[src/rtl/mux8_scan_ctrl.sv]
// Scan sequencer for an 8:1 mux: steps sel through channels 0..7, samples y_in
// after a settle delay per channel, and presents the 8 samples as one frame.
module mux8_scan_ctrl #(
  parameter int unsigned SETTLE_CYC = 2,
  parameter int unsigned CNT_W      = 4
) (
  input  logic       clk,
  input  logic       rst,
  input  logic       start,
  input  logic       y_in,
  output logic [2:0] sel,
  output logic       sample_en,
  output logic       busy,
  output logic       frame_valid,
  output logic [7:0] frame_data,
  input  logic       frame_ready
);

  localparam logic [CNT_W-1:0] SETTLE_LAST = CNT_W'(SETTLE_CYC - 1);
  localparam logic [2:0]       LAST_CH     = 3'd7;

  typedef enum logic [1:0] {
    IDLE   = 2'd0,
    SETTLE = 2'd1,
    SAMPLE = 2'd2,
    HOLD   = 2'd3
  } state_e;

  state_e           state_q, state_d;
  logic [2:0]       sel_q, sel_d;
  logic [CNT_W-1:0] cnt_q, cnt_d;
  logic             frame_valid_q, frame_valid_d;
  logic [7:0]       frame_data_q, frame_data_d;
  logic             sample_en_q;
  logic             busy_q;

  // Next-state and datapath update
  always_comb begin
    state_d       = state_q;
    sel_d         = sel_q;
    cnt_d         = cnt_q;
    frame_valid_d = frame_valid_q;
    frame_data_d  = frame_data_q;

    case (state_q)
      IDLE: begin
        sel_d = 3'd0;
        cnt_d = '0;
        if (start) begin
          state_d = SETTLE;
        end
      end
      SETTLE: begin
        if (cnt_q == SETTLE_LAST) begin
          cnt_d   = '0;
          state_d = SAMPLE;
        end else begin
          cnt_d = cnt_q + CNT_W'(1);
        end
      end
      SAMPLE: begin
        frame_data_d[sel_q] = y_in;
        if (sel_q == LAST_CH) begin
          frame_valid_d = 1'b1;
          state_d       = HOLD;
        end else begin
          sel_d   = sel_q + 3'd1;
          state_d = SETTLE;
        end
      end
      HOLD: begin
        if (frame_ready) begin
          frame_valid_d = 1'b0;
          sel_d         = 3'd0;
          cnt_d         = '0;
          // Back-to-back scan skips the IDLE cycle
          state_d       = start ? SETTLE : IDLE;
        end
      end
      default: begin
        state_d = IDLE;
      end
    endcase
  end

  always_ff @(posedge clk) begin
    if (rst) begin
      state_q       <= IDLE;
      sel_q         <= 3'd0;
      cnt_q         <= '0;
      frame_valid_q <= 1'b0;
      frame_data_q  <= 8'h00;
      sample_en_q   <= 1'b0;
      busy_q        <= 1'b0;
    end else begin
      state_q       <= state_d;
      sel_q         <= sel_d;
      cnt_q         <= cnt_d;
      frame_valid_q <= frame_valid_d;
      frame_data_q  <= frame_data_d;
      sample_en_q   <= (state_d == SAMPLE);
      busy_q        <= (state_d != IDLE);
    end
  end

  assign sel         = sel_q;
  assign sample_en   = sample_en_q;
  assign busy        = busy_q;
  assign frame_valid = frame_valid_q;
  assign frame_data  = frame_data_q;

endmodule
[config.mk]
export PLATFORM = sky130hd
export DESIGN_NAME = mux8_scan_ctrl
export DESIGN_NICKNAME = d
export VERILOG_FILES = /design/src/rtl/mux8_scan_ctrl.sv
export SDC_FILE = /design/constraint.sdc
export NUM_CORES = 1
export LEC_CHECK = 0
export ABC_AREA = 1
export BUFFER_PORTS_ARGS = -buffer_cell sky130_fd_sc_hd__buf_2
export CORE_MARGIN = 4
export CORE_UTILIZATION = 40
export DETAILED_ROUTE_END_ITERATION = 16
export PLACE_DENSITY = 0.7
export RECOVER_POWER = 50
export SLEW_MARGIN = 0
export SYNTH_ARGS = -nofsm -noshare
export SYNTH_HDL_FRONTEND = slang
export SYNTH_SLANG_ARGS = --single-unit
[constraint.sdc]
create_clock -name clk -period 2.4 [get_ports clk]
set_input_delay 0.48 -clock clk [delete_from_list [all_inputs] [get_ports clk]]
set_output_delay 0.48 -clock clk [all_outputs]
set_load 0.02 [all_outputs]
==> results by group, run 1 <==
Power and ir drop
  – Combinational power share: 0.085
  – Psw: 0.147 mW
  – Pwr per Cell Area: 566 mW/mm2
  – Reg power frac: 0.585
  – Tot Pwr: 0.596 mW
  – Leakage: 0.505 nW
  – Clock Power Share: 0.330
  – Cell internal pwr: 0.449 mW
  – Max VDD drop: 0.396 mV
  – Sw frac: 0.247

Clock network
  – Worst-path clk slew: 0.12 ns
  – Post-CTS Hold Buffers: 0
  – Post-CTS setup buffers: 0
  – CTS Buffer Depth: 2
  – Clock Sinks: 20
  – Post_cts resized: 0
  – Clk Latency, worst-skew pair: 0.30 ns
  – CTS buffer count: 3
  – CTS root buf: clkbuf_4
  – H-tree depth: 1
  – TritonCTS clock tree: done

Place
  – Number of instances in the placed design: 176
  – IO Port Bufs: 18
  – GPL Wtd Cong: 0.784
  – DP Wirelength: 1.38 mm
  – Placement Setup Slack: 1.06 ns

STA
  – Setup TNS Final: 0 ns
  – Fin. Hold Viols: 0
  – Clk_skew: 0.00714 ns
  – Worst Setup Slack, final: 0.957 ns
  – Worst Max-Slew Pin Slew: 0.364 ns
  – Final setup fails: 0
  – RSZ-0062 raised after global routing: no
  – Min cycle time layout: 1.44 ns
  – Fmax achieved: 0.693 GHz
  – Rel. slew slack: 0.757
  – WHS: 0.431 ns
  – Final worst-path cycle share: 0.601
  – Fin. max-slew vios: 0

Cells and area
  – Number of fill cells: 241
  – # diodes: 0
  – Nets: 162
  – Final Non-Filler Cells: 180
  – Synthesis-to-layout area growth: 15.5%
  – Layout cells sized above 1: 0.132

Drt
  – Final wirelength: 1.81 mm
  – Drt via density: 4.70
  – Routed len/inst: 10.0 um
  – Antenna viol nets, final: 0
  – # DRC: 0
  – Total vias in the final route: 846
  – Iteration-0 DRC count of the detailed router: 24
  – Router iterations before antenna repair: 4

Run status
  – Status: finished clean

Synth
  – Yosys warns: 0
  – Adder-cell share of the synthesized area: 0.0549
  – XOR/XNOR Fraction of Synth Area: 0.00962
  – Register area share after synthesis: 0.440
  – Synth area leader: dfxtp_1
  – Post-synthesis cell type count: 18
  – Main combinational cell family by area after synthesis: simple AND/OR/NAND/NOR gates
  – Compound-Gate Fraction of Synth Area: 0.0714
  – Number of synthesized flops with an enable pin: 0
  – Mapped Nets: 141
  – #FFs+latches synth: 20
  – Share of synthesized flip-flops with an asynchronous set or reset: 0
  – Post-synth top area share: 0.440
  – Main synth FF type: dfxtp_1
  – Mapped Cells: 132
  – Multiplexer share of the synthesized area: 0
  – Most frequent cell after synthesis: nand2_1
  – Top post-synthesis cells by area: dfxtp_1 44%, nand2_1 14%, nor2_1 11%
  – Commonest cells post-synth: 34 x nand2_1, 26 x nor2_1, 20 x dfxtp_1
  – Synth Cell Area: 911 um2
  – Syn_area_per_cell: 6.90 um2
  – Simple-gate share of the synthesized area: 0.349

Die
  – Chip width: 55.7 um
  – Row count: 17
  – # IOs: 19
  – Die height: 55.7 um
  – DIE AREA: 0.00310 mm2
  – Starting density of the core: 0.416
  – Core area: 0.00219 mm2

Hold path
  – Hold_sp: rst
  – Worst hold path type: input pin to flop
  – Min-Delay Endpoint: frame_data[0]$_SDFFE_PP0P_
  – Cells on Worst Hold Path: 2

Worst setup path
  – Setup crit end kind: output port
  – Worst reg2reg setup slack: 1.00 ns
  – CP max stage delay: 0.46 ns
  – Worst Path Buf+Inv: 1
  – Data arrival, critical path: 0.96 ns
  – CP max FO: 7
  – Classification of the worst setup path: flop to output port
  – R2R cell count: 5
  – CP startpoint kind: flop
  – CP max-delay cell: dfxtp_1
  – Crit Reg-Reg Endpoint: sel[2]$_SDFFE_PP0P_
  – R2R Path Start: sel[1]$_SDFFE_PP0P_
  – Critical Path, Cell by Cell: buf_2
  – CP delay by family, top: flip-flops
  – Worst EP required: 1.92 ns

Global route
  – Pin count of the biggest net entering global routing: 12
  – Vias in the first global route: 768
  – Met1 Track Usage GR: 0.132
  – Grt met3 use: 0.0557
  – Gr busiest metal: met2
  – Overflow after GRT: 0
  – Global Route Usage Sum: 0.121
  – Initial antenna violation count: 0
  – Met2 usage in global routing: 0.221
  – First-pass GRT wire length: 3.11 mm

Run
  – Max_cap viols: 0
## cells by family (layout without fill, tap and decap cells)
family	after synthesis	in the layout
simple gates	76	76
xor+xnor	1	1
buf+inv	18	38
fa+ha+maj	4	4
compound gates	13	13
flops	20	20
## power groups by stage
stage,combinational (mW),sequential (mW),clock (mW)
after floorplan,0.0339,0.360,0
after global placement,0.0502,0.357,0
after detailed placement,0.0525,0.357,0
after CTS,0.0524,0.349,0.207
after global routing,0.0591,0.350,0.222
final,0.0505,0.349,0.197
## registers in the layout, summed over array words and instances, names as in the netlist
name,flops
busy,1
cnt_q,4
frame_data,8
frame_valid,1
sample_en,1
sel,3
state_q,2
## how the worst max path moves through the flow
stage	startpoint	endpoint	slack [ns]	cells past startpoint
after CTS	sel[1]$_SDFFE_PP0P_	sel[1]	0.94	1
after floorplan	sel[0]$_SDFFE_PP0P_	busy$_SDFF_PP0_	1.08	6
after global placement	sel[1]$_SDFFE_PP0P_	sel[2]$_SDFFE_PP0P_	1.09	5
after detailed placement	sel[1]$_SDFFE_PP0P_	busy$_SDFF_PP0_	1.06	6
after global routing	state_q[1]$_SDFF_PP0_	frame_data[7]$_SDFFE_PP0P_	0.78	7
final	sel[2]$_SDFFE_PP0P_	sel[2]	0.96	1
## routing by layer
layer  up-vias  wire length [um]
li1        455                 -
met1       366               817
met2        23               853
met3         2               122
met4         0                11
met5         -                 0
## stage by stage
stage	cell area, um2	utilization
after detailed placement	1030	0.469
after floorplan	911	-
final	1050	0.480
after global routing	1050	0.480
after CTS	1060	0.485
after global placement	1030	0.469
## layout by cell type (no fill, tap or decap), types with 2 or more instances in the layout
cell	instances
clkbuf_4	3
clkbuf_1	3
nand3_1	10
buf_2	15
nand2_1	34
nand4_1	2
ha_1	4
nor2_1	27
a21oi_1	10
o21ai_0	2
dfxtp_1	20
inv_1	16
## final cells by class
type / instances / area [um2] / share of cell area
tap: 28 / 35.0 / 0.0333
multi-input combinational: 94 / 434 / 0.413
clock buffer: 4 / 36.3 / 0.0345
timing repair buffer: 18 / 86.3 / 0.0820
sequential: 20 / 400 / 0.380
inverter: 16 / 60.1 / 0.0571
(Power assumes the default switching activity.)
==> inputs of run 2 (changes only) <==
--- a/config.mk
+++ b/config.mk
@@ -10,7 +10,7 @@
 export CORE_MARGIN = 4
 export CORE_UTILIZATION = 40
 export DETAILED_ROUTE_END_ITERATION = 16
-export PLACE_DENSITY = 0.7
+export PLACE_DENSITY = 0.73
 export RECOVER_POWER = 50
 export SLEW_MARGIN = 0
 export SYNTH_ARGS = -nofsm -noshare
==> constraint.sdc (replaced) <==
create_clock -name clk -period 1.29 [get_ports clk]
set_input_delay 0.258 -clock clk [delete_from_list [all_inputs] [get_ports clk]]
set_output_delay 0.258 -clock clk [all_outputs]
set_load 0.02 [all_outputs]
==> run 2 against run 1 <==
Effect of this change:
- critical path depth is 1 higher
- first-iteration DRC count is 42% lower
- cell area is 3.6% higher
- global-route usage is 0.87 points lower
- total power is 75% higher
- routed wire length is 5.6% higher
- combinational power is 100% higher
- utilization is 1.7 points higher
- critical endpoint unchanged
==> results by group, run 2 (synthesis gave the netlist of run 1 again) <==
Global route
  – Vias in the first global route: 730
  – Overflow after GRT: 0
  – Pin count of the biggest net entering global routing: 12
  – Global Route Usage Sum: 0.113
  – First-pass GRT wire length: 2.90 mm
  – Initial antenna violation count: 0

Power and ir drop
  – Tot Pwr: 1.04 mW
  – Combinational power share: 0.099
  – Cell internal pwr: 0.776 mW
  – Reg power frac: 0.624
  – Leakage: 0.488 nW
  – Sw frac: 0.256
  – Pwr per Cell Area: 956 mW/mm2
  – Psw: 0.267 mW
  – Max VDD drop: 0.744 mV
  – Clock Power Share: 0.276

STA
  – Fin. Hold Viols: 0
  – Final setup fails: 0
  – Fin. max-slew vios: 0
  – Worst Setup Slack, final: 0.0720 ns
  – Rel. slew slack: 0.747
  – Final worst-path cycle share: 0.944
  – Worst Max-Slew Pin Slew: 0.379 ns
  – Fmax achieved: 0.821 GHz
  – Min cycle time layout: 1.22 ns
  – Setup TNS Final: 0 ns
  – Clk_skew: 0.00514 ns

Clock network
  – CTS Buffer Depth: 2
  – Clk Latency, worst-skew pair: 0.30 ns
  – CTS root buf: clkbuf_4
  – CTS buffer count: 3
  – TritonCTS clock tree: done
  – Clock Sinks: 20
  – H-tree depth: 1
  – Worst-path clk slew: 0.11 ns

Place
  – Number of instances in the placed design: 180
  – IO Port Bufs: 18
  – Placement Setup Slack: 0.0145 ns
  – GPL Wtd Cong: 0.775
  – DP Wirelength: 1.40 mm

Worst setup path
  – Data arrival, critical path: 0.96 ns
  – Setup crit end kind: output port
  – Worst EP required: 1.03 ns
  – Levels on crit path: 2
  – Worst reg2reg setup slack: 0.09 ns
  – CP max stage delay: 0.37 ns
  – Worst Path Buf+Inv: 2
  – CP startpoint kind: flop
  – Critical Path, Cell by Cell: buf_4 -> buf_2
  – Classification of the worst setup path: flop to output port
  – CP max-delay cell: dfxtp_1
  – CP delay by family, top: flip-flops
  – CP max FO: 5
  – R2R cell count: 6

Die
  – DIE AREA: 0.00310 mm2
  – Starting density of the core: 0.416
  – Row count: 17
  – # IOs: 19
  – Die height: 55.7 um
  – Chip width: 55.7 um
  – Core area: 0.00219 mm2

Cells and area
  – Synthesis-to-layout area growth: 19.6%
  – # diodes: 0
  – Nets: 166
  – Layout cells sized above 1: 0.155
  – Most frequent cells in the layout: 34 x nand2_1, 26 x nor2_1, 18 x dfxtp_1, 15 x inv_1, 11 x clkbuf_1
  – Final Non-Filler Cells: 183
  – Commonest non-fill, non-tap cell in the layout: nand2_1
  – Max reg flops: 8
  – Fin util: 0.497

Drt
  – Final wirelength: 1.91 mm
  – Total vias in the final route: 869
  – Iteration-0 DRC count of the detailed router: 14
  – Router iterations before antenna repair: 4
  – Routed len/inst: 10.4 um
  – # DRC: 0
  – Drt via density: 4.75
  – Antenna viol nets, final: 0

Hold path
  – Cells on Worst Hold Path: 2
  – Worst hold path type: input pin to flop

Run status
  – Status: finished clean

Run
  – Max_cap viols: 0
==> run 2: stage by stage <==
stage               cell area [um2]  hold slack (ns)
detailed placement             1060            0.458
global route                   1090            0.215
global placement               1060            0.451
finish                         1090            0.225
CTS                            1090            0.208
floorplan                       913            0.432
==> run 2: layout make-up <==
type	instances	area (um2)
multi-input cells	94	463
inverters	16	60.1
fillers	231	1100
flip-flops and latches	20	403
clock buffers	3	22.5
well taps	28	35.0
repair buffers	22	106
==> run 2: power by group through the flow <==
stage | logic (mW) | registers (mW) | clock network, mW
finish | 0.103 | 0.651 | 0.288
global placement | 0.0971 | 0.663 | 0
CTS | 0.102 | 0.649 | 0.305
detailed placement | 0.101 | 0.663 | 0
global route | 0.120 | 0.653 | 0.332
floorplan | 0.0631 | 0.669 | 0
==> run 2: routing by layer <==
layer	up-vias	GRT usage	share of wire
met2	27	0.206	0.49
met5	-	0	0
li1	458	-	-
met1	384	0.131	0.43
met3	0	0.0441	0.075
met4	0	0	0
==> run 2: worst reg2reg max path, stage by stage (launching register included) <==
cell and delay [ns]:
dfxtp_2 0.33, ha_1 0.19, ha_2 0.19, nand3_2 0.10, nand2_1 0.07, o21ai_2 0.15, nand2_1 0.07
==> run 2: path summary, 6_finish.rpt <==
path,from,endpoint
worst max-delay path,sel[2]$_SDFFE_PP0P_,sel[2]
worst min-delay path,rst,sel[1]$_SDFFE_PP0P_
worst max register to register,sel[0]$_SDFFE_PP0P_,busy$_SDFF_PP0_
worst min register to register,frame_data[0]$_SDFFE_PP0P_,frame_data[0]$_SDFFE_PP0P_
==> run 2: timing repair <==
action,in CTS,in global routing
hold buffers,0,0
buffers inserted,0,0
pin swaps,0,2
resized for setup,1,5
setup endpoints to repair,1,7
==> inputs of run 3 (changes only) <==
--- a/config.mk
+++ b/config.mk
@@ -5,12 +5,11 @@
 export SDC_FILE = /design/constraint.sdc
 export NUM_CORES = 1
 export LEC_CHECK = 0
-export ABC_AREA = 1
 export BUFFER_PORTS_ARGS = -buffer_cell sky130_fd_sc_hd__buf_2
 export CORE_MARGIN = 4
 export CORE_UTILIZATION = 40
+export CTS_BUF_LIST = sky130_fd_sc_hd__clkbuf_4 sky130_fd_sc_hd__clkbuf_8
 export DETAILED_ROUTE_END_ITERATION = 16
-export PLACE_DENSITY = 0.73
 export RECOVER_POWER = 50
 export SLEW_MARGIN = 0
 export SYNTH_ARGS = -nofsm -noshare
==> run 3 against run 2 <==
Effect of this change:
- the run now ends with negative setup slack left
- sequential share of layout area is 4.1 points lower
- largest power group unchanged
- register-to-register slack worse by 0.11 ns
- global-route usage is 1.6 points higher
==> results by group, run 3 <==
Drt
  – Routed len/inst: 11.8 um
  – Antenna viol nets, final: 0
  – Router iterations before antenna repair: 4
  – # DRC: 0
  – Drt via density: 5.14
  – Final wirelength: 1.92 mm
  – Iteration-0 DRC count of the detailed router: 13
  – Total vias in the final route: 838

Hold path
  – Min-Delay Endpoint: busy$_SDFF_PP0_
  – Cells on Worst Hold Path: 3
  – Hold_sp: start
  – Worst hold path type: input pin to flop

Clock network
  – Post-CTS setup buffers: 0
  – CTS root buf: clkbuf_4
  – CTS buffer count: 3
  – Clock Sinks: 20
  – Worst-path clk slew: 0.11 ns
  – Clk Latency, worst-skew pair: 0.30 ns
  – H-tree depth: 1
  – Post-CTS Hold Buffers: 0
  – TritonCTS clock tree: done
  – CTS Buffer Depth: 2

Global route
  – First-pass GRT wire length: 3.27 mm
  – Pin count of the biggest net entering global routing: 12
  – Vias in the first global route: 755
  – Overflow after GRT: 0
  – Global Route Usage Sum: 0.129
  – Initial antenna violation count: 0

Worst setup path
  – Worst reg2reg setup slack: -0.02 ns
  – Classification of the worst setup path: flop to flop
  – Critical Path Start: cnt_q[1]$_SDFFE_PP0P_
  – Setup crit end kind: flop
  – Crit Reg-Reg Endpoint: cnt_q[2]$_SDFFE_PP0P_
  – R2R cell count: 5
  – Data arrival, critical path: 1.55 ns
  – R2R Path Start: cnt_q[1]$_SDFFE_PP0P_
  – Worst EP required: 1.53 ns
  – CP startpoint kind: flop
  – CP max FO: 4

Die
  – # IOs: 19
  – Core area: 0.00223 mm2
  – Row count: 17
  – Chip width: 56.7 um
  – DIE AREA: 0.00321 mm2
  – Starting density of the core: 0.424
  – Die height: 56.7 um

Cells and area
  – Final Non-Filler Cells: 163
  – # diodes: 0
  – Layout cells sized above 1: 0.274
  – Nets: 145
  – Commonest non-fill, non-tap cell in the layout: dfxtp_1
  – Most frequent cells in the layout: 16 x dfxtp_1, 15 x buf_4, 11 x nand2_1, 11 x clkbuf_1, 10 x nand2b_1
  – Max reg flops: 8
  – Synthesis-to-layout area growth: 30.3%
  – Design Area, Final: 0.00123 mm2
  – Fin util: 0.552

Place
  – IO Port Bufs: 18
  – DP Wirelength: 1.44 mm
  – Post-DP Area: 0.00117 mm2
  – Placement Setup Slack: -0.00644 ns
  – GPL Wtd Cong: 0.776
  – Number of instances in the placed design: 159

STA
  – Min cycle time layout: 1.31 ns
  – Setup TNS Final: -0.0222 ns
  – Rel. slew slack: 0.827
  – WHS: 0.212 ns
  – Worst Setup Slack, final: -0.0222 ns
  – Worst Max-Slew Pin Slew: 0.261 ns
  – Final worst-path cycle share: 1.02
  – Clk_skew: 0.00427 ns
  – RSZ-0062 raised after global routing: yes
  – Final setup fails: 1
  – Fin. max-slew vios: 0
  – Fmax achieved: 0.762 GHz
  – Fin. Hold Viols: 0

Synth
  – #FFs+latches synth: 20
  – Most frequent cell after synthesis: dfxtp_1
  – Synth Cell Area: 947 um2
  – Commonest cells post-synth: 20 x dfxtp_1, 11 x nand2_1, 10 x nand2b_1
  – Post-synth top area share: 0.423
  – Post-synthesis cell type count: 25
  – Syn_area_per_cell: 8.94 um2
  – Top post-synthesis cells by area: dfxtp_1 42%, mux2i_1 8.5%, nand2b_1 6.6%
  – Mapped Cells: 106
  – Share of synthesized flip-flops with an asynchronous set or reset: 0
  – Number of synthesized flops with an enable pin: 0
  – Synth area leader: dfxtp_1
  – Main synth FF type: dfxtp_1
  – Mapped Nets: 115
  – Yosys warns: 0
  – Register area share after synthesis: 0.423

Power and ir drop
  – Leakage: 0.508 nW
  – Pwr per Cell Area: 899 mW/mm2
  – Max VDD drop: 0.572 mV
  – Tot Pwr: 1.11 mW

Run status
  – Failing checks: negative setup slack
  – Status: finished with violations

Run
  – Max_cap viols: 0
## run 3: cell types whose count changed after synthesis, sizes merged, moves of 8 or more
cell / before / now
mux2i: 0 / 8
nand2: 35 / 11
nor2: 27 / 3
inv: 16 / 2
nand2b: 0 / 11
## run 3: worst max-delay path: stages (launching register included)
cell     delay, ns
dfxtp_2       0.35
inv_2         0.04
ha_4          0.14
nor3b_4       0.15
or4b_1        0.46
a21oi_1       0.12
## run 3: cells by family after synthesis
family	Yosys count	synth area share
and+or+nand+nor	49	0.301
DFF	20	0.423
AOI/OAI and AO/OA	16	0.100
buffers and inverters	9	0.0383
muxes	8	0.0845
adders and majority gates	4	0.0528
## run 3: routing by layer
metal  part of all wire  vias to the layer above  track usage
met1               0.48                      384        0.175
li1                   -                      429            -
met2               0.44                       20        0.185
met3              0.055                        5       0.0299
met4              0.023                        0       0.0712
met5                  0                        -            0
## run 3: area by class of cell
cell class	instances	area [um2]
clock buffers	4	36.3
fillers	243	1000
inverters	2	7.51
multi-input cells	77	566
flip-flops and latches	20	405
well taps	28	35.0
repair buffers	32	184
## run 3: power breakdown
part	switching, mW	internal (mW)
sequential	0.00721	0.628
clock	0.192	0.172
combinational	0.0558	0.0547
total	0.255	0.855
## run 3: how the worst max path moves through the flow
stage	end
2_1_floorplan	cnt_q[2]$_SDFFE_PP0P_
3_3_place_gp	cnt_q[2]$_SDFFE_PP0P_
3_5_place_dp	cnt_q[2]$_SDFFE_PP0P_
4_1_cts	cnt_q[2]$_SDFFE_PP0P_
5_1_grt	cnt_q[2]$_SDFFE_PP0P_
6_report	cnt_q[2]$_SDFFE_PP0P_
## run 3: repair_timing
item / in CTS / in global routing
resized for setup: 2 / 7
pin swaps: 0 / 3
endpoints found under the setup margin: 4 / 10
